===== config.mk =====
export PLATFORM = sky130hd
export DESIGN_NAME = can_eo_frame_tx
export DESIGN_NICKNAME = d
export VERILOG_FILES = /design/src/rtl/can_frame_pkg.sv /design/src/rtl/can_eo_frame_tx.sv
export SDC_FILE = /design/constraint.sdc
export NUM_CORES = 1
export LEC_CHECK = 0
export ABC_AREA = 0
export CORE_MARGIN = 2
export CORE_UTILIZATION = 54
export DETAILED_ROUTE_END_ITERATION = 10
export DONT_BUFFER_PORTS = 1
export GPL_TIMING_DRIVEN = 0
export PLACE_DENSITY_LB_ADDON = 0.15
export SLEW_MARGIN = 20
export SYNTH_ARGS = -nofsm -noshare
export SYNTH_HDL_FRONTEND = slang
export SYNTH_SLANG_ARGS = --single-unit

===== constraint.sdc =====
create_clock -name clk -period 1.5 [get_ports clk]
set_clock_uncertainty 0.15 [all_clocks]
set_input_delay 0.225 -clock clk [delete_from_list [all_inputs] [get_ports clk]]
set_output_delay 0.225 -clock clk [all_outputs]
set_load 0.05 [all_outputs]

===== src/rtl/can_frame_pkg.sv =====
// Definitions shared by the CAN error/overload frame transmitter and the
// receive-side frame tracker.
package can_frame_pkg;

  typedef enum logic [1:0] {
    ST_IDLE,
    ST_FLAG,
    ST_WAIT_REC,
    ST_DELIM
  } eo_tx_state_t;

  localparam logic CAN_DOMINANT  = 1'b0;
  localparam logic CAN_RECESSIVE = 1'b1;

  localparam int CAN_FLAG_LEN     = 6;
  localparam int CAN_DELIM_LEN    = 8;
  localparam int CAN_SUPERPOS_MAX = 6;

endpackage


===== src/rtl/can_eo_frame_tx.sv =====
// CAN error/overload frame transmitter: drives the flag, then tracks flag
// superposition and the recessive delimiter on rx until the bus is free.
//
// state       | meaning
// ST_IDLE     | bus released, waiting for a request on a bit tick
// ST_FLAG     | driving the 6-bit error/overload flag
// ST_WAIT_REC | flag done, counting dominant bits from other nodes
// ST_DELIM    | counting recessive delimiter bits
module can_eo_frame_tx
  import can_frame_pkg::*;
#(
  parameter int FLAG_LEN     = CAN_FLAG_LEN,
  parameter int DELIM_LEN    = CAN_DELIM_LEN,
  parameter int SUPERPOS_MAX = CAN_SUPERPOS_MAX
) (
  input  logic clk,
  input  logic reset,
  input  logic bit_tick,
  input  logic rx,
  input  logic err_req,
  input  logic ovld_req,
  input  logic err_passive,
  output logic tx,
  output logic busy,
  output logic kind,
  output logic done,
  output logic bit_err,
  output logic superpos_err,
  output logic delim_err
);

  localparam logic [3:0] FLAG_LAST  = 4'(FLAG_LEN - 1);
  localparam logic [3:0] DELIM_LAST = 4'(DELIM_LEN - 1);
  localparam logic [3:0] SUP_LAST   = 4'(SUPERPOS_MAX);

  eo_tx_state_t state, state_n;
  logic [3:0]   cnt, cnt_n;
  logic         passive, passive_n;
  logic         tx_n, busy_n, kind_n;
  logic         done_n, bit_err_n, superpos_err_n, delim_err_n;

  always_comb begin
    state_n        = state;
    cnt_n          = cnt;
    passive_n      = passive;
    kind_n         = kind;
    tx_n           = tx;
    busy_n         = busy;
    done_n         = 1'b0;
    bit_err_n      = 1'b0;
    superpos_err_n = 1'b0;
    delim_err_n    = 1'b0;

    if (bit_tick) begin
      unique case (state)
        ST_IDLE: begin
          tx_n = CAN_RECESSIVE;
          if (err_req || ovld_req) begin
            kind_n    = ~err_req;
            passive_n = err_passive;
            cnt_n     = 4'd0;
            busy_n    = 1'b1;
            state_n   = ST_FLAG;
            // overload flags are always dominant, whatever the error state
            tx_n      = (err_req && err_passive) ? CAN_RECESSIVE : CAN_DOMINANT;
          end
        end

        ST_FLAG: begin
          bit_err_n = (tx == CAN_DOMINANT) && (rx == CAN_RECESSIVE);
          if (cnt == FLAG_LAST) begin
            tx_n    = CAN_RECESSIVE;
            cnt_n   = 4'd0;
            state_n = ST_WAIT_REC;
          end else begin
            cnt_n = cnt + 4'd1;
          end
        end

        ST_WAIT_REC: begin
          if (rx == CAN_DOMINANT) begin
            if (cnt != 4'hF) cnt_n = cnt + 4'd1;
            superpos_err_n = (cnt == SUP_LAST);
          end else begin
            cnt_n   = 4'd1;
            state_n = ST_DELIM;
          end
        end

        ST_DELIM: begin
          if (rx == CAN_DOMINANT) begin
            delim_err_n = 1'b1;
            cnt_n       = 4'd1;
            state_n     = ST_WAIT_REC;
          end else if (cnt == DELIM_LAST) begin
            done_n  = 1'b1;
            busy_n  = 1'b0;
            cnt_n   = 4'd0;
            state_n = ST_IDLE;
          end else begin
            cnt_n = cnt + 4'd1;
          end
        end

        default: state_n = ST_IDLE;
      endcase
    end
  end

  always_ff @(posedge clk) begin
    if (reset) begin
      state        <= ST_IDLE;
      cnt          <= 4'd0;
      passive      <= 1'b0;
      kind         <= 1'b0;
      tx           <= CAN_RECESSIVE;
      busy         <= 1'b0;
      done         <= 1'b0;
      bit_err      <= 1'b0;
      superpos_err <= 1'b0;
      delim_err    <= 1'b0;
    end else begin
      state        <= state_n;
      cnt          <= cnt_n;
      passive      <= passive_n;
      kind         <= kind_n;
      tx           <= tx_n;
      busy         <= busy_n;
      done         <= done_n;
      bit_err      <= bit_err_n;
      superpos_err <= superpos_err_n;
      delim_err    <= delim_err_n;
    end
  end

endmodule


==> reports/results.ini, run 1 <==
[yosys]
synthArstFlopShare_pct = 0
ys_top_cells_by_count = dfxtp_1, a21oi_1, inv_1, nand2_1, o211ai_1
synth_cells = 86
yosysUniqueCellTypes = 45
avgSynthCellArea_sq_um = 9.59
syn_area_sq_um = 825
synthTopCellsByArea = dfxtp_1, ha_1, buf_6, o211ai_1, a221oi_4
ys_seq_elements = 13
yosys_most_used_dff = dfxtp_1
syn_nets = 96
synth_area_leader_cell = dfxtp_1
synth_most_common_cell = dfxtp_1
yosys_warnings = 0
synth_edf_count = 0
ys_seq_area_share_pct = 31.6
synth_top_area_share_pct = 31.6

[min_path]
min_path_type = primary input to flop

[timing]
drv_slew = 0
final_hold_viol_count = 0
setup_viol = 5
rsz0062_at_grt = yes
period_needed_ps = 1550
max_freq_mhz = 644
fin_setup_tns_ps = -108
post-route-period-util_pct = 104
setup_slack_ps = -52.6
slew_headroom_pct = 64.3
worst_slew_pin_slew_ps = 535

[final_layout]
stdcell_count = 114
layout-drive-gt1-share_pct = 31.6
antenna_cells = 0
postLayoutCoreUtil_pct = 68.8
design_area_sq_um = 1010
area_delta_synth_final_pct = 22.8
final_nets = 109

[routing]
firstDrtPassIters = 4
drc = 0
viasPerCell = 6.68
vias = 762
wl_microns = 2040
antenna_left = 0
first_iter_violations = 26
wl_per_cell_microns = 17.9

[worst_setup_path]
required_ps = 1520
crit_type = flop to flop
critPathMaxFanout = 4
worst_setup_path_end_kind = flop
crit_arrival_ps = 1570
worstSetupStartpointType = flop

[clock_tree]
clock_path_buffers = 2
clock_sinks = 13
path_clk_slew_ps = 70
clk_latency_ps = 280
htreeDepth = 1
root_buffer = clkbuf_4
cts_tree = built
numCtsBuffers = 3

[power_and_ir_drop]
leakage_uw = 0.000419
sw_frac_of_total_pct = 32.9
power_density_nw_per_um2 = 816
p_clk_share_pct = 26.9
ir_worst_vdd_v = 0.000713
internal_power_uw = 554
switchingPower_uw = 272
p_comb_share_pct = 25.1
seqPwrFrac_pct = 48.0

[placed_design]
gp_congestion = 0.818
place_ws_ps = -149
numPortBuffers = 0
dp.cells = 102
dpl_cell_area_sq_um = 850
hpwl_microns = 1220

[global_routing]
grt_max_degree = 11
gr-total-overflow = 0
grt_usage_pct = 25.5
antenna_found_initial = 0
grt_pass1_vias = 704
grt_pass1_wl_microns = 3420

[floorplanning]
start_util_pct = 56.0
pin_count = 14
die_w_microns = 43.1
std_cell_rows = 14
dieArea_sq_um = 1860
die_h_microns = 43.1
core_region_area_sq_um = 1470

[run]
maxCapViolations = 0

[status]
violations = negative setup slack
status = complete, but fails checks

-- power groups by stage --
stage	combinational [uW]	sequential (uW)	clock [uW]
after floorplan	141	404	0
after global placement	166	407	0
after detailed placement	168	407	0
after CTS	193	396	229
after global routing	221	399	242
final	207	397	222
-- critical path: stages (launching register included) --
cell	delay, ps
dfxtp_4	380
inv_4	60
ha_4	140
nand3b_4	120
a21oi_4	160
and2b_1	210
a22o_1	230
-- path summary, 6_finish.rpt --
check | start | to | slack (ps) | depth (start not counted)
min reg2reg | cnt[0] | cnt[0] | 420 | 1
max | cnt[1] | cnt[3] | -50 | 6
max reg2reg | cnt[1] | cnt[3] | -50 | 6
min | rx | superpos_err | 9 | 3
-- per-stage QoR --
step / hold slack [ps] / total power, uW
4_1_cts: -144 / 817
3_5_place_dp: 156 / 575
3_3_place_gp: 157 / 573
5_1_grt: 39.0 / 862
2_1_floorplan: 152 / 545
6_report: 9.47 / 826
-- registers in the layout, summed over array words and instances, names as in the netlist --
name          cells
done              1
tx                1
cnt               4
bit_err           1
busy              1
superpos_err      1
state             2
kind              1
delim_err         1
-- cell usage in the layout, fill, tap and decap left out, types with 2 or more instances in the layout --
| master | n |
|---|---|
| dfxtp_1 | 10 |
| ha_4 | 2 |
| o21ai_1 | 3 |
| clkbuf_4 | 3 |
| o211ai_1 | 4 |
| a21oi_1 | 5 |
| a211o_1 | 2 |
| dfxtp_4 | 2 |
| nand3b_4 | 2 |
| nor3_1 | 2 |
| a22o_1 | 3 |
| dlygate4sd3_1 | 5 |
| a21oi_4 | 2 |
| inv_1 | 3 |
| nand2_1 | 4 |
| buf_4 | 3 |
| buf_6 | 4 |
| nor2_1 | 3 |
| nand3_1 | 3 |
| nor4_1 | 2 |
-- metal layers --
| layer | routed length, microns | vias up | GRT usage, % |
|---|---|---|---|
| met1 | 873 | 369 | 29.6 |
| met5 | 0 | - | 0 |
| met2 | 984 | 29 | 41.8 |
| met4 | 92 | 0 | 13.3 |
| met3 | 91 | 12 | 7.66 |
| li1 | - | 352 | - |
-- final cells by class --
| class | instances | area, sq um |
|---|---|---|
| Multi-Input combinational cell | 63 | 553 |
| Fill cell | 112 | 459 |
| Sequential cell | 13 | 269 |
| Timing Repair Buffer | 8 | 72.6 |
| Buffer | 5 | 50.0 |
| Clock buffer | 4 | 26.3 |
| Inverter | 5 | 21.3 |
| Tap cell | 16 | 20.0 |
-- repair_timing --
| item | CTS | global route |
|---|---|---|
| buffers inserted | 3 | 0 |
| setup endpoints to repair | 7 | 9 |
| gates resized for setup | 7 | 7 |
| endpoints found under the hold margin | 9 | 3 |
| pin swaps | 5 | 6 |
| hold buffers | 4 | 1 |
-- cells by family after synthesis --
logic type,Yosys count,share of synthesized area [%]
buf+inv,10,7.89
fa+ha+maj,3,4.55
simple gates,29,24.0
flops,13,31.6
compound gates,30,31.0
xor+xnor,1,1.06
No activity file was read; power rests on OpenSTA's default activity.
==> inputs of run 2 (changes only) <==
==> constraint.sdc (replaced) <==
create_clock -name clk -period 1.5 [get_ports clk]
set_clock_uncertainty 0.15 [all_clocks]
set_input_delay 0.225 -clock clk [delete_from_list [all_inputs] [get_ports clk]]
set_output_delay 0.225 -clock clk [all_outputs]
set_load 0.01 [all_outputs]
==> run 2 against run 1 <==
Compared with the run above: the run still ends with negative setup slack left; fmax decreased by 0.60%; hold slack improved by 3.1 ps; sequential power shrank 5.5%; wire length rose by 5.3%; critical path type unchanged; largest cell class unchanged.
==> reports/results.ini, run 2 (synthesis results as in run 1) <==
[timing]
worst_slew_pin_slew_ps = 266  ; -269 ps
drv_slew = 0  ; unchanged
post-route-period-util_pct = 104  ; +0.62 points
setup_slack_ps = -61.9  ; -9.32 ps
final_hold_viol_count = 0  ; unchanged
slew_headroom_pct = 82.0  ; +18 points
period_needed_ps = 1560  ; +9.32 ps
setup_viol = 4  ; -1
max_freq_mhz = 640  ; -0.60%
rsz0062_at_grt = yes
fin_setup_tns_ps = -133  ; -24.5 ps

[status]
status = complete, but fails checks
violations = negative setup slack

[final_layout]
antenna_cells = 0  ; unchanged
top_regs = cnt: 4 flops, state: 2 flops
final_cell_mix = dfxtp_1, dlygate4sd3_1
postLayoutCoreUtil_pct = 70.2  ; +1.4 points
layout-drive-gt1-share_pct = 35.4  ; +3.7 points
area_delta_synth_final_pct = 25.3
regMostFlops = cnt
design_area_sq_um = 1030  ; +2.1%
final_nets = 110  ; +0.92%
layout_commonest_cell = dfxtp_1
largest_reg_flops = 4  ; unchanged
fillers = 106  ; -5.4%

[min_path]
min_path_cells = 3  ; unchanged
hold_path_end = superpos_err
min_path_type = primary input to flop
hp-start = rx

[worst_setup_path]
critPathMaxFanout = 6  ; +2
worst_setup_path_end_kind = flop
regToRegSetupSlack_ps = -60  ; about the same
worstSetupStartpointType = flop
reg2regPathDepth = 5  ; -1
crit_type = flop to flop
crit_arrival_ps = 1580  ; about the same
worstReg2RegStart = cnt[0]
reg2reg_to = cnt[3]
required_ps = 1520  ; about the same

[global_routing]
grt_pass1_vias = 722  ; +2.6%
grt_pass1_wl_microns = 3480  ; +1.6%
grt_usage_pct = 25.8  ; +0.35 points
gr-total-overflow = 0  ; unchanged
antenna_found_initial = 0  ; unchanged
grt_max_degree = 11  ; unchanged

[floorplanning]
pin_count = 14  ; unchanged
die_w_microns = 43.1  ; unchanged
core_region_area_sq_um = 1470  ; unchanged
std_cell_rows = 14  ; unchanged
die_h_microns = 43.1  ; unchanged
start_util_pct = 56.0  ; unchanged
dieArea_sq_um = 1860  ; unchanged

[routing]
wl_met3_microns = 125  ; +37%
firstDrtPassIters = 4  ; unchanged
first_iter_violations = 25  ; -3.8%
drc = 0  ; unchanged
antenna_left = 0  ; unchanged
viasPerCell = 6.62  ; -1.0%
met1Wirelength_microns = 896  ; +2.6%
wl_per_cell_microns = 18.7  ; +4.4%
vias = 761  ; -0.13%
wl_microns = 2150  ; +5.3%
top_layer = met4
wl_met2_microns = 1090  ; +10%

[clock_tree]
clock_path_buffers = 2  ; unchanged
numCtsBuffers = 3  ; unchanged
cts_tree = built
htreeDepth = 1  ; unchanged
clock_sinks = 13  ; unchanged
path_clk_slew_ps = 70  ; about the same
root_buffer = clkbuf_4
clk_latency_ps = 290  ; about the same

[placed_design]
numPortBuffers = 0  ; unchanged
place_ws_ps = -149  ; unchanged
gp_congestion = 0.818  ; unchanged
hpwl_microns = 1220  ; unchanged
dpl_cell_area_sq_um = 850  ; unchanged

[run]
maxCapViolations = 0  ; unchanged

[power_and_ir_drop]
power_density_nw_per_um2 = 795  ; -2.6%
leakage_uw = 0.000426  ; +1.6%
ir_worst_vdd_v = 0.000634  ; -11%

[run 2: cell types whose count changed in the layout (fill, tap and decap cells not counted)]
cell     previous run  this run
o21ai_1             3         2
nor2_2              1         0
a21oi_1             5         4
buf_4               3         4
nor2_4              1         2
o21ai_2             0         1
a21oi_2             1         2
dfxtp_1            10         9
dfxtp_2             1         2
[run 2: worst max path at each step]
stage | to | start | cells after the start | slack, ps
final | cnt[3] | cnt[0] | 5 | -60
after global routing | cnt[3] | cnt[0] | 5 | -110
after floorplan | cnt[3] | cnt[1] | 6 | 7
after detailed placement | cnt[3] | cnt[0] | 5 | -150
after global placement | cnt[3] | cnt[0] | 5 | -150
after CTS | cnt[3] | cnt[1] | 6 | -20
[run 2: critical path, stage by stage, from the launching register on]
cell,delay [ps]
dfxtp_4,400
ha_4,170
nand3b_4,120
a21oi_4,150
and2b_1,220
a22o_1,230
[run 2: area by class of cell]
class,instances,area [sq um],area share [%]
clock buffers,4,26.3,2.54
multi-input cells,63,566,54.7
plain buffers,5,50.0,4.84
well taps,16,20.0,1.94
inverters,5,21.3,2.06
flip-flops and latches,13,270,26.2
repair buffers,9,80.1,7.75
[run 2: stage by stage]
stage               instances  power (uW)  hold slack, ps
floorplan                  86         521             152
global placement          102         549             157
detailed placement        102         551             156
CTS                       114         800            -144
global route              115         863            26.1
finish                    115         821            12.5
[run 2: where the power goes]
| part | switching, uW | total (uW) | internal [uW] |
|---|---|---|---|
| clock network | 117 | 220 | 103 |
| logic | 123 | 226 | 103 |
| registers | 17.2 | 375 | 357 |
| total | 257 | 821 | 564 |
[run 2: what timing repair did]
item | 4_1_cts | 5_1_grt
hold endpoints to repair | 9 | 3
pin swaps | 5 | 5
endpoints found under the setup margin | 7 | 9
buffers inserted | 4 | 0
hold buffers | 4 | 1
gates resized for setup | 7 | 11
[run 2: per-layer routing]
| layer | GRT usage (%) | up-vias |
|---|---|---|
| met4 | 13.9 | 0 |
| met2 | 42.4 | 35 |
| li1 | - | 358 |
| met5 | 0 | - |
| met1 | 29.8 | 364 |
| met3 | 7.66 | 4 |
==> variant (settings of run 2) <==
Make the reset (`reset`) asynchronous in one clocked block.
--- a/src/rtl/can_eo_frame_tx.sv
+++ b/src/rtl/can_eo_frame_tx.sv
@@ -107,7 +107,7 @@
     end
   end
 
-  always_ff @(posedge clk) begin
+  always_ff @(posedge clk or posedge reset) begin
     if (reset) begin
       state        <= ST_IDLE;
       cnt          <= 4'd0;
Behaviour: differs if reset is asserted again (counterexample within 4 cycles, from zero or initial values and one cycle with reset high); with reset held inactive, the same outputs for 10 cycles.
==> variant against run 2 <==
- the run still ends with setup timing left
- final area rose by 3.6%
- synthesized area fell by 3.3%
- sequential cell count did not move
- routed wire length fell by 14%
- setup slack got worse by 0.16 ns
- maximum frequency fell by 9.5%
- core utilization rose by 10 points
- count of clock-buffer cells in the layout did not move
- critical path type unchanged
Power is not compared: it rests on default switching activity, and its combinational part moved more than twofold at a synthesized area within 25%.
==> variant: results (changes against run 2) <==
| Metric | Value |
|---|---|
| Top cells by count, synth | dfrtp_1, nand2_1, inv_1, nor3_1, nor2_1 (was dfxtp_1, a21oi_1, inv_1, nand2_1, o211ai_1) |
| Max stage delay on crit path | 0.43 ns (was 0.40 ns) |
| Mux share of post-synthesis cell area | 0.0141 (was 0) |
| Met2 WL post-DR | 877 um (was 1090 um) |
| Hpwl dp | 1080 um (was 1220 um) |
| Failing checks | setup timing (unchanged) |
| Vias in the first global route | 674 (was 722) |
| First-pass GRT wire length | 3060 um (was 3480 um) |
| Synth warn | 0 (unchanged) |
| Met2 usage | 0.351 (was 0.424) |
| Initial antenna violation count | 0 (unchanged) |
| Leak Pwr | about 0.50 nW |
| Status | finished with violations (unchanged) |
| CTS Buffer Depth | 2 (unchanged) |
| Top layer in use | met4 (unchanged) |
| Total negative slack | -1.00 ns (was -0.133 ns) |
| Synth Area in Compound Gates | 0.204 (was 0.310) |
| N_diodes | 0 (unchanged) |
| H-tree depth | 1 (unchanged) |
| DRT iter0 DRCs | 18 (was 25) |
| Port bufs | 0 (unchanged) |
| Ys async rst share | 1.00 (was 0) |
| Final setup fails | 8 (was 4) |
| Synth Area in XOR/XNOR | 0.0110 (was 0.0106) |
| GR Util met3 | 0.0388 (was 0.0766) |
| Wire per inst | 15.5 um (was 18.7 um) |
| # resized after CTS | 10 (was 7) |
| Routability cong. | 0.823 (was 0.818) |
| Cell Int Power | about 0.0011 W |
| Post-placement worst setup slack | -0.248 ns (was -0.149 ns) |
| Via count | 711 (was 761) |
| Met1 Resource Use GR | 0.305 (was 0.298) |
| NumNets Final | 116 (was 110) |
| Inserted Clock Buffers | 3 (unchanged) |
| Initial DRT Pass Iterations | 4 (unchanged) |
| Met3 wire len | 58 um (was 125 um) |
| CP Max Fanout | 4 (was 6) |
| Post-synthesis adder-cell area fraction | 0.0471 (was 0.0455) |
| Peak VDD IR | between 1000 and 1500 uV |
| Slowest CP cell | dfrtp_1 (was dfxtp_4) |
| Met1 WL | 886 um (was 896 um) |
| Layout fillers | 80 (was 106) |
| Syn_nets | 93 (was 96) |
| Most area-consuming cells after synthesis | dfrtp_1, ha_1, nor3_1 (was dfxtp_1, ha_1, buf_6) |
| Postcts setup bufs | 11 (was 4) |
| Worst Tran Pin Value | 0.476 ns (was 0.266 ns) |
| Regs by FF count | cnt x4, state x2 (unchanged) |
| Clock Pin Slew Worst Setup and Hold Paths | 0.09 ns (was 0.07 ns) |
| Critical path's top delay family | compound AO/OA/AOI/OAI gates (was flip-flops) |
| Share of post-route cells with drive strength above 1 | 0.429 (was 0.354) |
| Hold buffer count at CTS | 2 (was 4) |
| CTS root buffer | clkbuf_4 (unchanged) |
| Setup ws final | -0.225 ns (was -0.0619 ns) |
| Largest net degree at the start of global routing | 14 (was 11) |
| GR Util All Layers | 0.220 (was 0.258) |
| HP Class | in -> reg (unchanged) |
| Cell count after synthesis | 83 (was 86) |
| Sequential-to-total area share from yosys stat | 0.410 (was 0.316) |
| Synth cell types | 39 (was 45) |
-- variant: cell types whose count changed in the layout (fill, tap and decap cells not counted), sizes merged, moves of 3 or more --
cell	delta
a31oi	+4
buf	+11
o311ai	+3
dlygate4sd3	-3
dfxtp	-13
dfrtp	+12
nand2	+3
a21oi	-5
o211ai	-4
nor3	+5
a22o	-3
-- variant: cell type report --
type	instances	area, sq um	area share
Timing Repair Buffer	18	144	0.134
Buffer	4	31.3	0.0292
Inverter	7	26.3	0.0245
Multi-Input combinational cell	59	497	0.464
Tap cell	15	18.8	0.0175
Sequential cell	13	328	0.306
Clock buffer	4	26.3	0.0245
-- variant: worst paths after layout --
path                         from   endpoint  slack, ns  cells past startpoint
max in group asynchronous   reset         tx       0.59                      2
min in group asynchronous   reset     cnt[1]       0.24                      2
min                            rx  delim_err       0.02                      2
max reg2reg                cnt[1]     cnt[2]      -0.23                      6
max                        cnt[1]     cnt[2]      -0.23                      6
min reg2reg                    tx         tx       0.44                      2
-- variant: stage by stage --
stage | instance area [sq um] | hold WS (ns) | std cells | utilization
2_1_floorplan | 800 | -0.0488 | 83 | -
5_1_grt | 1070 | 0.00947 | 120 | 0.803
3_5_place_dp | 818 | 0.0150 | 98 | 0.614
3_3_place_gp | 818 | 0.0136 | 98 | 0.614
4_1_cts | 987 | 0.0252 | 115 | 0.740
6_report | 1070 | 0.0179 | 120 | 0.803
-- variant: power groups by stage --
stage	Sequential [W]	Combinational, W	Clock (W)
6_report	0.000597	0.000973	0.000221
3_5_place_dp	0.000600	0.000548	0
5_1_grt	0.000612	0.00106	0.000236
4_1_cts	0.000588	0.000798	0.000215
2_1_floorplan	0.000572	0.000465	0
3_3_place_gp	0.000600	0.000539	0
